===== config.mk =====
export PLATFORM = sky130hd
export DESIGN_NAME = fetch_unit
export DESIGN_NICKNAME = d
export VERILOG_FILES = /design/src/rtl/fetch_pkg.sv /design/src/rtl/fetch_fifo.sv /design/src/rtl/fetch_unit.sv
export SDC_FILE = /design/constraint.sdc
export NUM_CORES = 1
export LEC_CHECK = 0
export ABC_AREA = 1
export BUFFER_PORTS_ARGS = -buffer_cell sky130_fd_sc_hd__buf_2
export CAP_MARGIN = 10
export CORE_ASPECT_RATIO = 0.75
export CORE_MARGIN = 8
export CORE_UTILIZATION = 59
export DETAILED_ROUTE_END_ITERATION = 10
export PLACE_DENSITY = 0.8
export SLEW_MARGIN = 20
export SYNTH_ARGS = -nofsm -noshare
export SYNTH_HDL_FRONTEND = slang
export SYNTH_SLANG_ARGS = --single-unit

===== constraint.sdc =====
create_clock -name clk -period 3.4 [get_ports clk]
set_input_delay 0.17 -clock clk [delete_from_list [all_inputs] [get_ports clk]]
set_output_delay 0.17 -clock clk [all_outputs]
set_load 0.02 [all_outputs]

===== src/rtl/fetch_pkg.sv =====
// Shared defaults and the fetch-entry type for the instruction fetch stage.
package fetch_pkg;

  localparam int FETCH_ADDR_W = 8;
  localparam int FETCH_DATA_W = 8;
  localparam int FETCH_DEPTH  = 4;
  localparam logic [FETCH_ADDR_W-1:0] FETCH_RESET_PC = 8'h00;

  typedef struct packed {
    logic [FETCH_ADDR_W-1:0] addr;
    logic [FETCH_DATA_W-1:0] data;
  } fetch_entry_t;

endpackage


===== src/rtl/fetch_fifo.sv =====
// Prefetch FIFO: DEPTH entries, wrap-around pointers, synchronous clear,
// asynchronous active-high reset. Head is readable combinationally.
module fetch_fifo
  import fetch_pkg::*;
#(
  parameter int  DEPTH   = FETCH_DEPTH,
  parameter type entry_t = fetch_entry_t,
  localparam int PTR_W   = $clog2(DEPTH),
  localparam int CNT_W   = PTR_W + 1
) (
  input  logic             clk,
  input  logic             rst,
  input  logic             i_push,
  input  logic             i_pop,
  input  logic             i_clear,
  input  entry_t           i_wdata,
  output entry_t           o_rdata,
  output logic [CNT_W-1:0] o_count,
  output logic             o_empty,
  output logic             o_full
);

  entry_t           r_mem [DEPTH];
  logic [PTR_W-1:0] r_wr_ptr;
  logic [PTR_W-1:0] r_rd_ptr;
  logic [CNT_W-1:0] r_count;

  // NOTE: state registers use non-blocking (<=) so every flop samples
  // pre-edge values; blocking here would create order-dependent simulation.
  always_ff @(posedge clk or posedge rst) begin
    if (rst) begin
      r_wr_ptr <= '0;
      r_rd_ptr <= '0;
      r_count  <= '0;
    end else if (i_clear) begin
      r_wr_ptr <= '0;
      r_rd_ptr <= '0;
      r_count  <= '0;
    end else begin
      if (i_push) r_wr_ptr <= r_wr_ptr + PTR_W'(1);
      if (i_pop)  r_rd_ptr <= r_rd_ptr + PTR_W'(1);
      if (i_push && !i_pop)      r_count <= r_count + CNT_W'(1);
      else if (!i_push && i_pop) r_count <= r_count - CNT_W'(1);
    end
  end

  // NOTE: storage is reset because the head drives instr/instr_pc directly
  // and those must read zero out of reset; a larger array would skip this.
  always_ff @(posedge clk or posedge rst) begin
    if (rst) begin
      for (int i = 0; i < DEPTH; i++) r_mem[i] <= '0;
    end else if (i_push && !i_clear) begin
      r_mem[r_wr_ptr] <= i_wdata;
    end
  end

  assign o_rdata = r_mem[r_rd_ptr];
  assign o_count = r_count;
  assign o_empty = (r_count == '0);
  assign o_full  = (r_count == CNT_W'(DEPTH));

  a_no_overflow : assert property (@(posedge clk) disable iff (rst)
    !(i_push && !i_pop && !i_clear && o_full));
  a_no_underflow : assert property (@(posedge clk) disable iff (rst)
    !(i_pop && o_empty));

endmodule


===== src/rtl/fetch_unit.sv =====
// Instruction fetch stage: credit-based issue to a 1-cycle memory, epoch-tagged
// returns into a prefetch FIFO, redirect flush. FETCH_BYPASS_EN enables empty-FIFO bypass.
module fetch_unit
  import fetch_pkg::*;
#(
  parameter int                ADDR_W   = FETCH_ADDR_W,
  parameter int                DATA_W   = FETCH_DATA_W,
  parameter int                DEPTH    = FETCH_DEPTH,
  parameter logic [ADDR_W-1:0] RESET_PC = ADDR_W'(FETCH_RESET_PC),
  localparam int               CNT_W    = $clog2(DEPTH) + 1
) (
  input  logic              clk,
  input  logic              rst,
  output logic              mem_req,
  output logic [ADDR_W-1:0] mem_addr,
  input  logic [DATA_W-1:0] mem_rdata,
  output logic              instr_valid,
  input  logic              instr_ready,
  output logic [DATA_W-1:0] instr,
  output logic [ADDR_W-1:0] instr_pc,
  input  logic              redirect_valid,
  input  logic [ADDR_W-1:0] redirect_addr,
  output logic [CNT_W-1:0]  fifo_count
);

  typedef struct packed {
    logic [ADDR_W-1:0] addr;
    logic [DATA_W-1:0] data;
  } entry_t;

  logic [ADDR_W-1:0] r_fetch_pc;
  logic [ADDR_W-1:0] r_inflight_addr;
  logic              r_inflight;
  logic              r_inflight_epoch;
  logic              r_epoch;

  entry_t            w_head;
  entry_t            w_resp;
  logic              w_resp_hit;
  logic              w_bypass;
  logic              w_pop;
  logic              w_fifo_push;
  logic              w_fifo_pop;
  logic              w_fifo_empty;
  logic              w_fifo_full;
  logic [CNT_W:0]    w_credit_used;

  // A return is kept only if no redirect has happened since it was issued.
  assign w_resp_hit = r_inflight && (r_inflight_epoch == r_epoch);
  assign w_resp     = '{addr: r_inflight_addr, data: mem_rdata};

`ifdef FETCH_BYPASS_EN
  assign w_bypass = w_resp_hit && w_fifo_empty;
`else
  assign w_bypass = 1'b0;
`endif

  assign instr_valid = !w_fifo_empty || w_bypass;
  assign instr       = w_bypass ? mem_rdata       : w_head.data;
  assign instr_pc    = w_bypass ? r_inflight_addr : w_head.addr;

  assign w_pop       = instr_valid && instr_ready;
  assign w_fifo_pop  = w_pop && !w_fifo_empty;
  assign w_fifo_push = w_resp_hit && !redirect_valid && !(w_bypass && instr_ready);

  // Buffered + in-flight bytes after this cycle's pop must leave room for one more.
  assign w_credit_used = (CNT_W+1)'(fifo_count) + (CNT_W+1)'(r_inflight)
                       - (CNT_W+1)'(w_pop);
  assign mem_req  = !rst && !redirect_valid && (w_credit_used < (CNT_W+1)'(DEPTH));
  assign mem_addr = r_fetch_pc;

  always_ff @(posedge clk or posedge rst) begin
    if (rst) begin
      r_fetch_pc       <= RESET_PC;
      r_inflight       <= 1'b0;
      r_inflight_addr  <= '0;
      r_inflight_epoch <= 1'b0;
      r_epoch          <= 1'b0;
    end else begin
      r_inflight <= mem_req;
      if (mem_req) begin
        r_inflight_addr  <= r_fetch_pc;
        r_inflight_epoch <= r_epoch;
      end
      if (redirect_valid) begin
        r_fetch_pc <= redirect_addr;
        r_epoch    <= ~r_epoch;
      end else if (mem_req) begin
        r_fetch_pc <= r_fetch_pc + ADDR_W'(1);
      end
    end
  end

  fetch_fifo #(
    .DEPTH   (DEPTH),
    .entry_t (entry_t)
  ) u_fifo (
    .clk     (clk),
    .rst     (rst),
    .i_push  (w_fifo_push),
    .i_pop   (w_fifo_pop),
    .i_clear (redirect_valid),
    .i_wdata (w_resp),
    .o_rdata (w_head),
    .o_count (fifo_count),
    .o_empty (w_fifo_empty),
    .o_full  (w_fifo_full)
  );

  a_credit_holds : assert property (@(posedge clk) disable iff (rst)
    !(w_fifo_push && w_fifo_full && !w_fifo_pop));
  a_count_bounded : assert property (@(posedge clk) disable iff (rst)
    fifo_count <= CNT_W'(DEPTH));

endmodule


==> results.tsv, run 1 <==
metric	value	unit
status	completed	
cp_max_fo	12	
vias	3576	
slew_violations	0	
drc	0	
antenna_found_initial	0	
ctsResizeCount	0	
yosys_register_bits	90	
slew_headroom	0.496	
drt-wirelength-per-cell	15.0	um
cts_tree	done	
cp_cell_sequence	inv_1, nand2_1, nand2_1, inv_1, ha_1, inv_1, ha_1, nand3b_1, nand2_1, nand2_1, nand3_2, clkinv_1, buf_2	
synth_area_leaders	dfrtp_1 50%, nand2_1 11%, o21ai_0 5.1%	
finalCritPeriodShare	0.839	
comb_power_share	0.413	
syn-cell-area	4480	um2
wl_met2	4700	um
grt_max_degree	46	
via_per_inst	5.43	
yosysSeqAreaShare	0.502	
numClockSinks	90	
finalPower	0.00387	W
clk_transition_reported_paths	0.09	ns
cpMostUsedCell	nand2_1	
fmax	351	MHz
p_leak	2.50	nW
dieArea	10700	um2
totalWireLength	9910	um
routed.top_layer	met4	
ys_warn_count	0	
power_density	793	nW/um2
p_int	0.00222	W
tightest_slew	0.756	ns
wl_met3	475	um
skew	0.0104	ns
start_kind	register	
register_area	2250	um2
syn_avg_cell_area	8.67	um2
clock_path_buffers	2	
area_growth	8.82	%
cp_num_buf_inv	5	
synth_edf_count	0	
cpMaxStageDelayCell	dfrtp_1	
switching_share	0.427	
syn-instance-count	517	
first_global_vias	3604	
grt_overflow_total	0	
grt_use_total	0.198	
fin_crit	2.85	ns
multi_input_area	1840	um2
yosysTopAreaCell	dfrtp_1	
pwr-share-clk	0.192	
cp.required	3.23	ns
hold_violations	0	
cts_made_buffers	9	
maxCapViolCount	0	
ys_types	32	
grt_pass1_wl	17100	um
io_buffer_count	48	
syn_nets	546	
clk_latency	0.36	ns
initial_core_util	0.609	
crit_family	buffers and inverters	
nNetsFinal	582	
ys.flop_type	dfrtp_1	
fillerInstances	646	
drt_iter0_markers	259	
tns	0	ns
ant_nets	0	
finalSetupViolCount	0	
ioPinCount	49	
num_antenna_cells	0	
cpPeakStageDelay	0.41	ns
async_flop_share	1.00	
cp-end-kind	output port	
dpl.hpwl	6640	um
dieHeight	91.5	um
synth_common_cells	135 x nand2_1, 90 x dfrtp_1, 46 x o21ai_0	
synth_top_cell_area_share	0.502	
synth.most_common_cell	nand2_1	
hold_path_class	primary input to register	
critPathKind	register to output port	
gp_congestion	0.824	
power_frac_seq	0.395	
final_layout_size_suffix_gt1_frac	0.201	
p_sw	0.00165	W
rows	27	
first_pass_iters	5	
cts_root_buf	clkbuf_8	
rsz0062_at_grt	no	
wl_met1	4600	um
die_w	117	um
core	7360	um2
vdd_drop_max	0.000441	V
h-tree-depth	3	
critPathArrivalTime	2.68	ns
## timing repair
action	in CTS	in global routing
hold buffers	1	0
hold endpoints to repair	43	0
setup buffers	0	0
## final timing paths
check | startpoint | to | slack (ns) | depth (start not counted)
max | u_fifo.o_count[0] | mem_req | 0.55 | 13
min | mem_rdata[4] | u_fifo.r_mem[36] | 0.11 | 3
max reg2reg | u_fifo.o_count[0] | mem_addr[1] | 0.91 | 15
min reg2reg | u_fifo.r_mem[38] | u_fifo.r_mem[38] | 0.49 | 2
max in group asynchronous | rst | r_inflight_addr[1] | 2.09 | 4
min in group asynchronous | rst | mem_addr[0] | 0.52 | 3
## layer usage
metal	track usage	up-vias
li1	-	1756
met1	0.257	1718
met2	0.320	88
met3	0.0542	14
met4	0.0510	0
met5	0	-
## sequential cells by signal (all words and copies together) (netlist names)
register and flops:
r_inflight_addr 8, mem_addr 8, u_fifo.r_wr_ptr 2, u_fifo.r_rd_ptr 2, r_inflight_epoch 1, r_inflight 1, r_epoch 1, u_fifo.o_count 3
u_fifo.r_mem 64
## placed cells by master, fill, tap and decap left out, drive strengths merged, types with 7 or more instances in the layout
cell type,netlist,routed
nand2,142,142
dfrtp,90,90
nand3,21,21
nor2,40,40
inv,42,41
buf,19,53
ha,8,8
o22ai,16,16
clkbuf,10,10
o21ai,112,112
clkinv,1,7
## power groups by stage
stage	logic [W]	registers, W	clock network [W]
6_report	0.00160	0.00153	0.000742
5_1_grt	0.00179	0.00156	0.000796
4_1_cts	0.00161	0.00153	0.000756
3_5_place_dp	0.00160	0.00155	0
3_3_place_gp	0.00155	0.00154	0
2_1_floorplan	0.00115	0.00154	0
## metrics by stage
step	setup slack (ns)	util	instance area, um2	hold WS [ns]	cells
floorplan	0.895	-	4480	0.367	517
CTS	0.558	0.663	4880	0.0987	659
global route	0.305	0.663	4880	0.106	659
detailed placement	0.961	0.634	4670	0.332	642
global placement	1.07	0.634	4670	0.329	642
finish	0.549	0.663	4880	0.109	659
## worst min-delay path, stage by stage
cell and delay [ns]:
buf_2 0.07, inv_1 0.07, o21ai_2 0.13
## cells by family (layout without fill, tap and decap cells)
logic type / Yosys count / count (layout) / share of synthesized area
AO/OA/AOI/OAI: 135 / 135 / 0.174
buffers and inverters: 72 / 113 / 0.0871
flip-flops: 90 / 90 / 0.502
AND/OR/NAND/NOR: 207 / 207 / 0.202
adder cells (fa/ha/maj): 9 / 9 / 0.0268
XOR/XNOR: 4 / 4 / 0.00781
## cell type report
class | count | share of cell area
inverter | 43 | 0.0344
tap | 101 | 0.0259
clock inverter | 6 | 0.0136
clock buffer | 10 | 0.0282
sequential | 90 | 0.462
timing repair buffer | 54 | 0.0590
multi-input combinational | 355 | 0.377
No activity file was read; power rests on OpenSTA's default activity.
==> run 2, diff against run 1 <==
--- a/config.mk
+++ b/config.mk
@@ -5,14 +5,14 @@
 export SDC_FILE = /design/constraint.sdc
 export NUM_CORES = 1
 export LEC_CHECK = 0
-export ABC_AREA = 1
+export ABC_AREA = 0
 export BUFFER_PORTS_ARGS = -buffer_cell sky130_fd_sc_hd__buf_2
 export CAP_MARGIN = 10
 export CORE_ASPECT_RATIO = 0.75
 export CORE_MARGIN = 8
-export CORE_UTILIZATION = 59
+export CORE_UTILIZATION = 58
 export DETAILED_ROUTE_END_ITERATION = 10
-export PLACE_DENSITY = 0.8
+export PLACE_DENSITY = 0.79
 export SLEW_MARGIN = 20
 export SYNTH_ARGS = -nofsm -noshare
 export SYNTH_HDL_FRONTEND = slang
==> constraint.sdc (replaced) <==
create_clock -name clk -period 2.85 [get_ports clk]
set_input_delay 0.1425 -clock clk [delete_from_list [all_inputs] [get_ports clk]]
set_output_delay 0.1425 -clock clk [all_outputs]
set_load 0.02 [all_outputs]
==> results.tsv, run 2 <==
metric	value	unit	change
r2r_start	u_fifo.o_count[1]		was u_fifo.o_count[0]
final_cell_mix	90 x dfrtp_1, 73 x mux2_2, 48 x buf_2		was 135 x nand2_1, 90 x dfrtp_1, 48 x buf_2
cpMostUsedCell	ha_1		was nand2_1
dieArea	10500	um2	was 10,700 um2
rsz0062_at_grt	no		unchanged
ioPinCount	49		unchanged
rows	27		unchanged
grt_pass1_wl	14200	um	was 17,100 um
area_growth	13.3	%	was 8.82%
syn_avg_cell_area	13.8	um2	was 8.67 um2
cts_root_buf	clkbuf_8		unchanged
synth_common_cells	90 x dfrtp_1, 73 x mux2_2, 16 x mux4_2		was 135 x nand2_1, 90 x dfrtp_1, 46 x o21ai_0
synth.most_common_cell	dfrtp_1		was nand2_1
cpMaxStageDelayCell	dfrtp_1		unchanged
core	7260	um2	was 7360 um2
worst_slack	0.194	ns	was 0.549 ns
hold_violations	0		unchanged
yosysSeqAreaShare	0.522		was 0.502
finalCritPeriodShare	0.932		
r2r_setup_slack	0.25	ns	was 0.91 ns
first_global_vias	2886		was 3,604
maxCapViolCount	0		unchanged
die_w	116	um	was 117 um
cp.required	2.71	ns	was 3.23 ns
yosys_register_bits	90		unchanged
grt_overflow_total	0		unchanged
fin_crit	2.66	ns	
status	completed		unchanged
num_antenna_cells	0		unchanged
hold_end	mem_addr[2]		was u_fifo.r_mem[36]
cts_tree	done		unchanged
first_pass_iters	4		was 5
yosysTopAreaCell	dfrtp_1		unchanged
final_layout_size_suffix_gt1_frac	0.455		was 0.201
vias	2794		was 3,576
cp-end-kind	output port		unchanged
grt_max_degree	47		was 46
skew	0.0119	ns	was 0.0104 ns
syn-cell-area	4320	um2	was 4480 um2
hold_start	redirect_addr[2]		was mem_rdata[4]
min_path_cells	2		was 3
synth_top_cell_area_share	0.522		was 0.502
vdd_drop_max	0.000613	V	was 0.000441 V
fillerInstances	546		was 646
p_leak	2.33	nW	was 2.50 nW
ys.flop_type	dfrtp_1		unchanged
cpPeakStageDelay	0.43	ns	was 0.41 ns
syn_nets	342		was 546
mostFrequentLayoutCell	dfrtp_1		was nand2_1
clock_path_buffers	2		unchanged
cp_cell_sequence	o31a_1, ha_1, inv_1, ha_1, and3b_4, nor4_2, nor2_1, inv_2, buf_2		was inv_1, nand2_1, nand2_1, inv_1, ha_1, inv_1, ha_1, nand3b_1, nand2_1, nand2_1, nand3_2, clkinv_1, buf_2
rr_endpoint	mem_addr[2]		was mem_addr[1]
r2r_cells	8		was 15
h-tree-depth	3		unchanged
clk_transition_reported_paths	0.08	ns	was 0.09 ns
drc	0		unchanged
tns	0	ns	unchanged
critPathKind	register to output port		unchanged
drt_iter0_markers	129		was 259
numClockSinks	90		unchanged
multi_input_area	1950	um2	was 1840 um2
via_per_inst	5.86		was 5.43
ctsResizeCount	0		unchanged
finalSetupViolCount	0		unchanged
slew_headroom	0.447		was 0.496
antenna_found_initial	0		unchanged
synth_area_leaders	dfrtp_1 52%, mux2_2 19%, mux4_2 8.4%		was dfrtp_1 50%, nand2_1 11%, o21ai_0 5.1%
power_density	922	nW/um2	was 793 nW/um2
ant_nets	0		unchanged
register_area	2250	um2	unchanged
dieHeight	90.7	um	was 91.5 um
async_flop_share	1.00		unchanged
cp_max_fo	12		unchanged
regMostFlops	u_fifo.r_mem		unchanged
clk_latency	0.35	ns	was 0.36 ns
synth_edf_count	0		unchanged
initial_core_util	0.594		was 0.609
hold_path_class	primary input to register		unchanged
grt_use_total	0.173		was 0.198
nNetsFinal	401		was 582
io_buffer_count	48		unchanged
fmax	377	MHz	
critPathArrivalTime	2.51	ns	was 2.68 ns
drt-wirelength-per-cell	18.1	um	was 15.0 um
totalWireLength	8640	um	was 9910 um
syn-instance-count	313		was 517
tightest_slew	0.827	ns	was 0.756 ns
dpl.hpwl	5920	um	was 6640 um
ys_types	43		was 32
gp_congestion	0.816		was 0.824
largest_reg_flops	64		unchanged
cts_made_buffers	9		unchanged
slew_violations	0		unchanged
pre_cts_ws	0.220	ns	was 0.961 ns
start_kind	register		unchanged
ys_warn_count	0		unchanged
-- run 2: area by class of cell --
cell class,count,share of cell area
well taps,101,0.0258
inverters,12,0.00947
flip-flops and latches,90,0.461
clock inverters,6,0.00870
clock buffers,9,0.0253
multi-input cells,197,0.399
repair buffers,62,0.0711
-- run 2: kinds of logic after synthesis --
logic type,after synthesis,synth area share
AOI/OAI and AO/OA,30,0.0536
buffers and inverters,26,0.0261
DFF,90,0.522
adders and majority gates,9,0.0278
xor gates and xnor gates,7,0.0142
and+or+nand+nor,61,0.0800
muxes,90,0.276
-- run 2: critical path: cells and delay by family (launching register included) --
kind                       cells  cell delay, ns
AOI/OAI and AO/OA              1            0.34
adders and majority gates      2            0.39
buffers and inverters          3            0.38
DFF                            1            0.43
and+or+nand+nor                3            0.61
-- run 2: power breakdown --
part	leakage, nW	switching (W)	total (W)	internal (W)
clock network	0.0815	0.000448	0.000761	0.000313
logic	1.06	0.000926	0.00181	0.000880
registers	1.18	0.000327	0.00194	0.00162
-- run 2: timing repair --
item                       in CTS  in global routing
hold endpoints to repair       44                  0
setup endpoints to repair       0                  1
buffers inserted                0                  7
hold buffers                    1                  0
-- run 2: stage by stage --
step	total power, W	cell area (um2)	hold WS [ns]	util	instances
2_1_floorplan	0.00319	4320	0.291	-	313
3_3_place_gp	0.00366	4660	0.356	0.642	454
3_5_place_dp	0.00373	4660	0.371	0.642	454
4_1_cts	0.00450	4840	0.0258	0.666	470
5_1_grt	0.00481	4890	0.0392	0.673	477
6_report	0.00451	4890	0.0397	0.673	477
-- run 2: worst max-delay path by stage --
| stage | startpoint | end | cells after the start |
|---|---|---|---|
| after CTS | u_fifo.o_count[1] | mem_req | 9 |
| after floorplan | u_fifo.o_count[1] | r_inflight_addr[0] | 10 |
| final | u_fifo.o_count[1] | mem_req | 9 |
| after global routing | u_fifo.o_count[2] | mem_req | 9 |
| after global placement | u_fifo.o_count[1] | mem_addr[2] | 8 |
| after detailed placement | u_fifo.o_count[1] | mem_addr[2] | 8 |
-- run 2: metal layers --
layer	wire length [um]	share of wire	global-route usage	vias to the layer above
met2	4210	0.49	0.271	62
met4	91	0.011	0.0545	0
met3	401	0.046	0.0474	11
met1	3930	0.46	0.226	1436
met5	0	0	0	-
li1	-	-	-	1285
==> run 3, diff against run 2 <==
--- a/config.mk
+++ b/config.mk
@@ -10,9 +10,8 @@
 export CAP_MARGIN = 10
 export CORE_ASPECT_RATIO = 0.75
 export CORE_MARGIN = 8
-export CORE_UTILIZATION = 58
+export CORE_UTILIZATION = 35
 export DETAILED_ROUTE_END_ITERATION = 10
-export PLACE_DENSITY = 0.79
 export SLEW_MARGIN = 20
 export SYNTH_ARGS = -nofsm -noshare
 export SYNTH_HDL_FRONTEND = slang
==> results.tsv, run 3 (synthesis results as in run 2) <==
metric	value	unit	change
numClockSinks	90		unchanged
initial_core_util	0.354		was 0.594
h-tree-depth	3		unchanged
grt_pass1_wl	15600	um	was 14,200 um
crit_start	u_fifo.o_count[1]		unchanged
r2r_start	u_fifo.o_count[1]		unchanged
rows	35		was 27
r2r_setup_slack	0.15	ns	was 0.25 ns
gp_congestion	0.776		was 0.816
pwr-share-clk	0.242		was 0.169
first_global_vias	2951		was 2,886
cpMaxStageDelayCell	or4_1		was dfrtp_1
first_pass_iters	4		unchanged
p_sw	0.00176	W	was 0.00170 W
finalSetupViolCount	0		unchanged
final_cell_mix	90 x dfrtp_1, 73 x mux2_2, 48 x buf_2		unchanged
grt_use_total	0.123		was 0.173
cts_root_buf	clkbuf_16		was clkbuf_8
clk_transition_reported_paths	0.06	ns	was 0.08 ns
io_buffer_count	48		unchanged
status	completed		unchanged
cp_max_fo	12		unchanged
switching_share	0.357		was 0.377
num_antenna_cells	0		unchanged
hold_start	redirect_addr[2]		unchanged
worstSetupEndpoint	mem_addr[2]		was mem_req
dieArea	16200	um2	was 10,500 um2
totalWireLength	9330	um	was 8640 um
dieHeight	112	um	was 90.7 um
cts_tree	done		unchanged
slew_headroom	0.419		was 0.447
area_growth	18.0	%	was 13.3%
regMostFlops	u_fifo.r_mem		unchanged
start_kind	register		unchanged
ioPinCount	49		unchanged
power_density	969	nW/um2	was 922 nW/um2
drc	0		unchanged
final_layout_size_suffix_gt1_frac	0.449		was 0.455
cp-end-kind	register		was output port
mostFrequentLayoutCell	dfrtp_1		unchanged
p_leak	2.37	nW	was 2.33 nW
clk_latency	0.33	ns	was 0.35 ns
slew_violations	0		unchanged
cpMostUsedCell	ha_1		unchanged
critPathKind	register to register		was register to output port
crit_family	compound AO/OA/AOI/OAI gates		was simple AND/OR/NAND/NOR gates
drt-wirelength-per-cell	17.3	um	was 18.1 um
critPathArrivalTime	2.97	ns	was 2.51 ns
cp_num_buf_inv	1		was 3
nNetsFinal	396		was 401
hold_violations	0		unchanged
r2r_cells	8		unchanged
ant_nets	0		unchanged
antenna_found_initial	0		unchanged
cp_cell_sequence	o31a_1, ha_1, inv_1, ha_1, and3b_4, or4_1, a2111oi_0, a221o_1		was o31a_1, ha_1, inv_1, ha_1, and3b_4, nor4_2, nor2_1, inv_2, buf_2
vdd_drop_max	0.000332	V	was 0.000613 V
fmax	371	MHz	was 377 MHz
cpPeakStageDelay	0.50	ns	was 0.43 ns
largest_reg_flops	64		unchanged
cts_made_buffers	9		unchanged
core	12200	um2	was 7260 um2
grt_max_degree	53		was 47
rsz0062_at_grt	no		unchanged
finalCritPeriodShare	0.946		was 0.932
dpl.hpwl	6330	um	was 5920 um
grt_overflow_total	0		unchanged
tightest_slew	0.869	ns	was 0.827 ns
p_int	0.00317	W	was 0.00281 W
power_frac_seq	0.390		was 0.431
hold_path_class	primary input to register		unchanged
cp.required	3.12	ns	was 2.71 ns
final_util	0.418		was 0.673
die_w	144	um	was 116 um
via_per_inst	5.18		was 5.86
rr_endpoint	mem_addr[2]		unchanged
drt_iter0_markers	98		was 129
fin_crit	2.70	ns	was 2.66 ns
vias	2788		was 2,794
comb_power_share	0.368		was 0.400
tns	0	ns	unchanged
worst-path-stages	8		was 9
maxCapViolCount	0		unchanged
clock_path_buffers	2		unchanged
skew	0.00686	ns	was 0.0119 ns
run 3: cell types whose count changed in the layout (fill, tap and decap cells not counted):
cell / before / now
nor4_2: 1 / 0
clkinvlp_4: 2 / 1
buf_4: 13 / 7
buf_12: 0 / 1
nor4_4: 0 / 1
bufinv_16: 0 / 1
clkbuf_16: 0 / 9
clkbuf_8: 9 / 1
run 3: how the worst min path moves through the flow:
stage	slack, ns	cells past startpoint	to
finish	0.06	2	mem_addr[2]
global route	0.07	2	mem_addr[2]
CTS	0.04	2	mem_addr[2]
detailed placement	0.35	2	u_fifo.o_count[2]
global placement	0.33	2	mem_addr[2]
floorplan	0.29	2	mem_addr[0]
run 3: what timing repair did:
action / 4_1_cts / 5_1_grt
hold buffers: 1 / 0
endpoints found under the setup margin: 1 / 1
hold endpoints to repair: 38 / 0
resized for setup: 0 / 1
setup buffers: 1 / 0
run 3: cell type report:
class / count / area [um2]
Timing Repair Buffer: 57 / 323
Inverter: 12 / 46.3
Clock buffer: 10 / 239
Tap cell: 166 / 208
Fill cell: 1185 / 7080
Clock inverter: 6 / 65.1
Multi-Input combinational cell: 197 / 1960
Sequential cell: 90 / 2250
run 3: stage by stage:
| stage | area, um2 | hold slack (ns) | cells | power (W) | setup WS (ns) |
|---|---|---|---|---|---|
| global placement | 4760 | 0.326 | 520 | 0.00372 | 0.300 |
| finish | 5090 | 0.0553 | 538 | 0.00493 | 0.154 |
| detailed placement | 4760 | 0.350 | 520 | 0.00377 | 0.196 |
| global route | 5090 | 0.0713 | 538 | 0.00526 | 0.0228 |
| floorplan | 4320 | 0.291 | 313 | 0.00319 | 0.189 |
| CTS | 5080 | 0.0403 | 538 | 0.00500 | 0.109 |
run 3: routing by layer:
metal / global-route usage / wire length [um]
met5: 0 / 0
met2: 0.194 / 4510
met1: 0.160 / 4350
met4: 0.0332 / 67
met3: 0.0369 / 409
run 3: power groups by stage:
stage	sequential (W)	combinational (W)	clock (W)
2_1_floorplan	0.00189	0.00130	0
3_3_place_gp	0.00193	0.00179	0
3_5_place_dp	0.00195	0.00182	0
4_1_cts	0.00193	0.00184	0.00123
5_1_grt	0.00198	0.00200	0.00128
6_report	0.00192	0.00182	0.00119
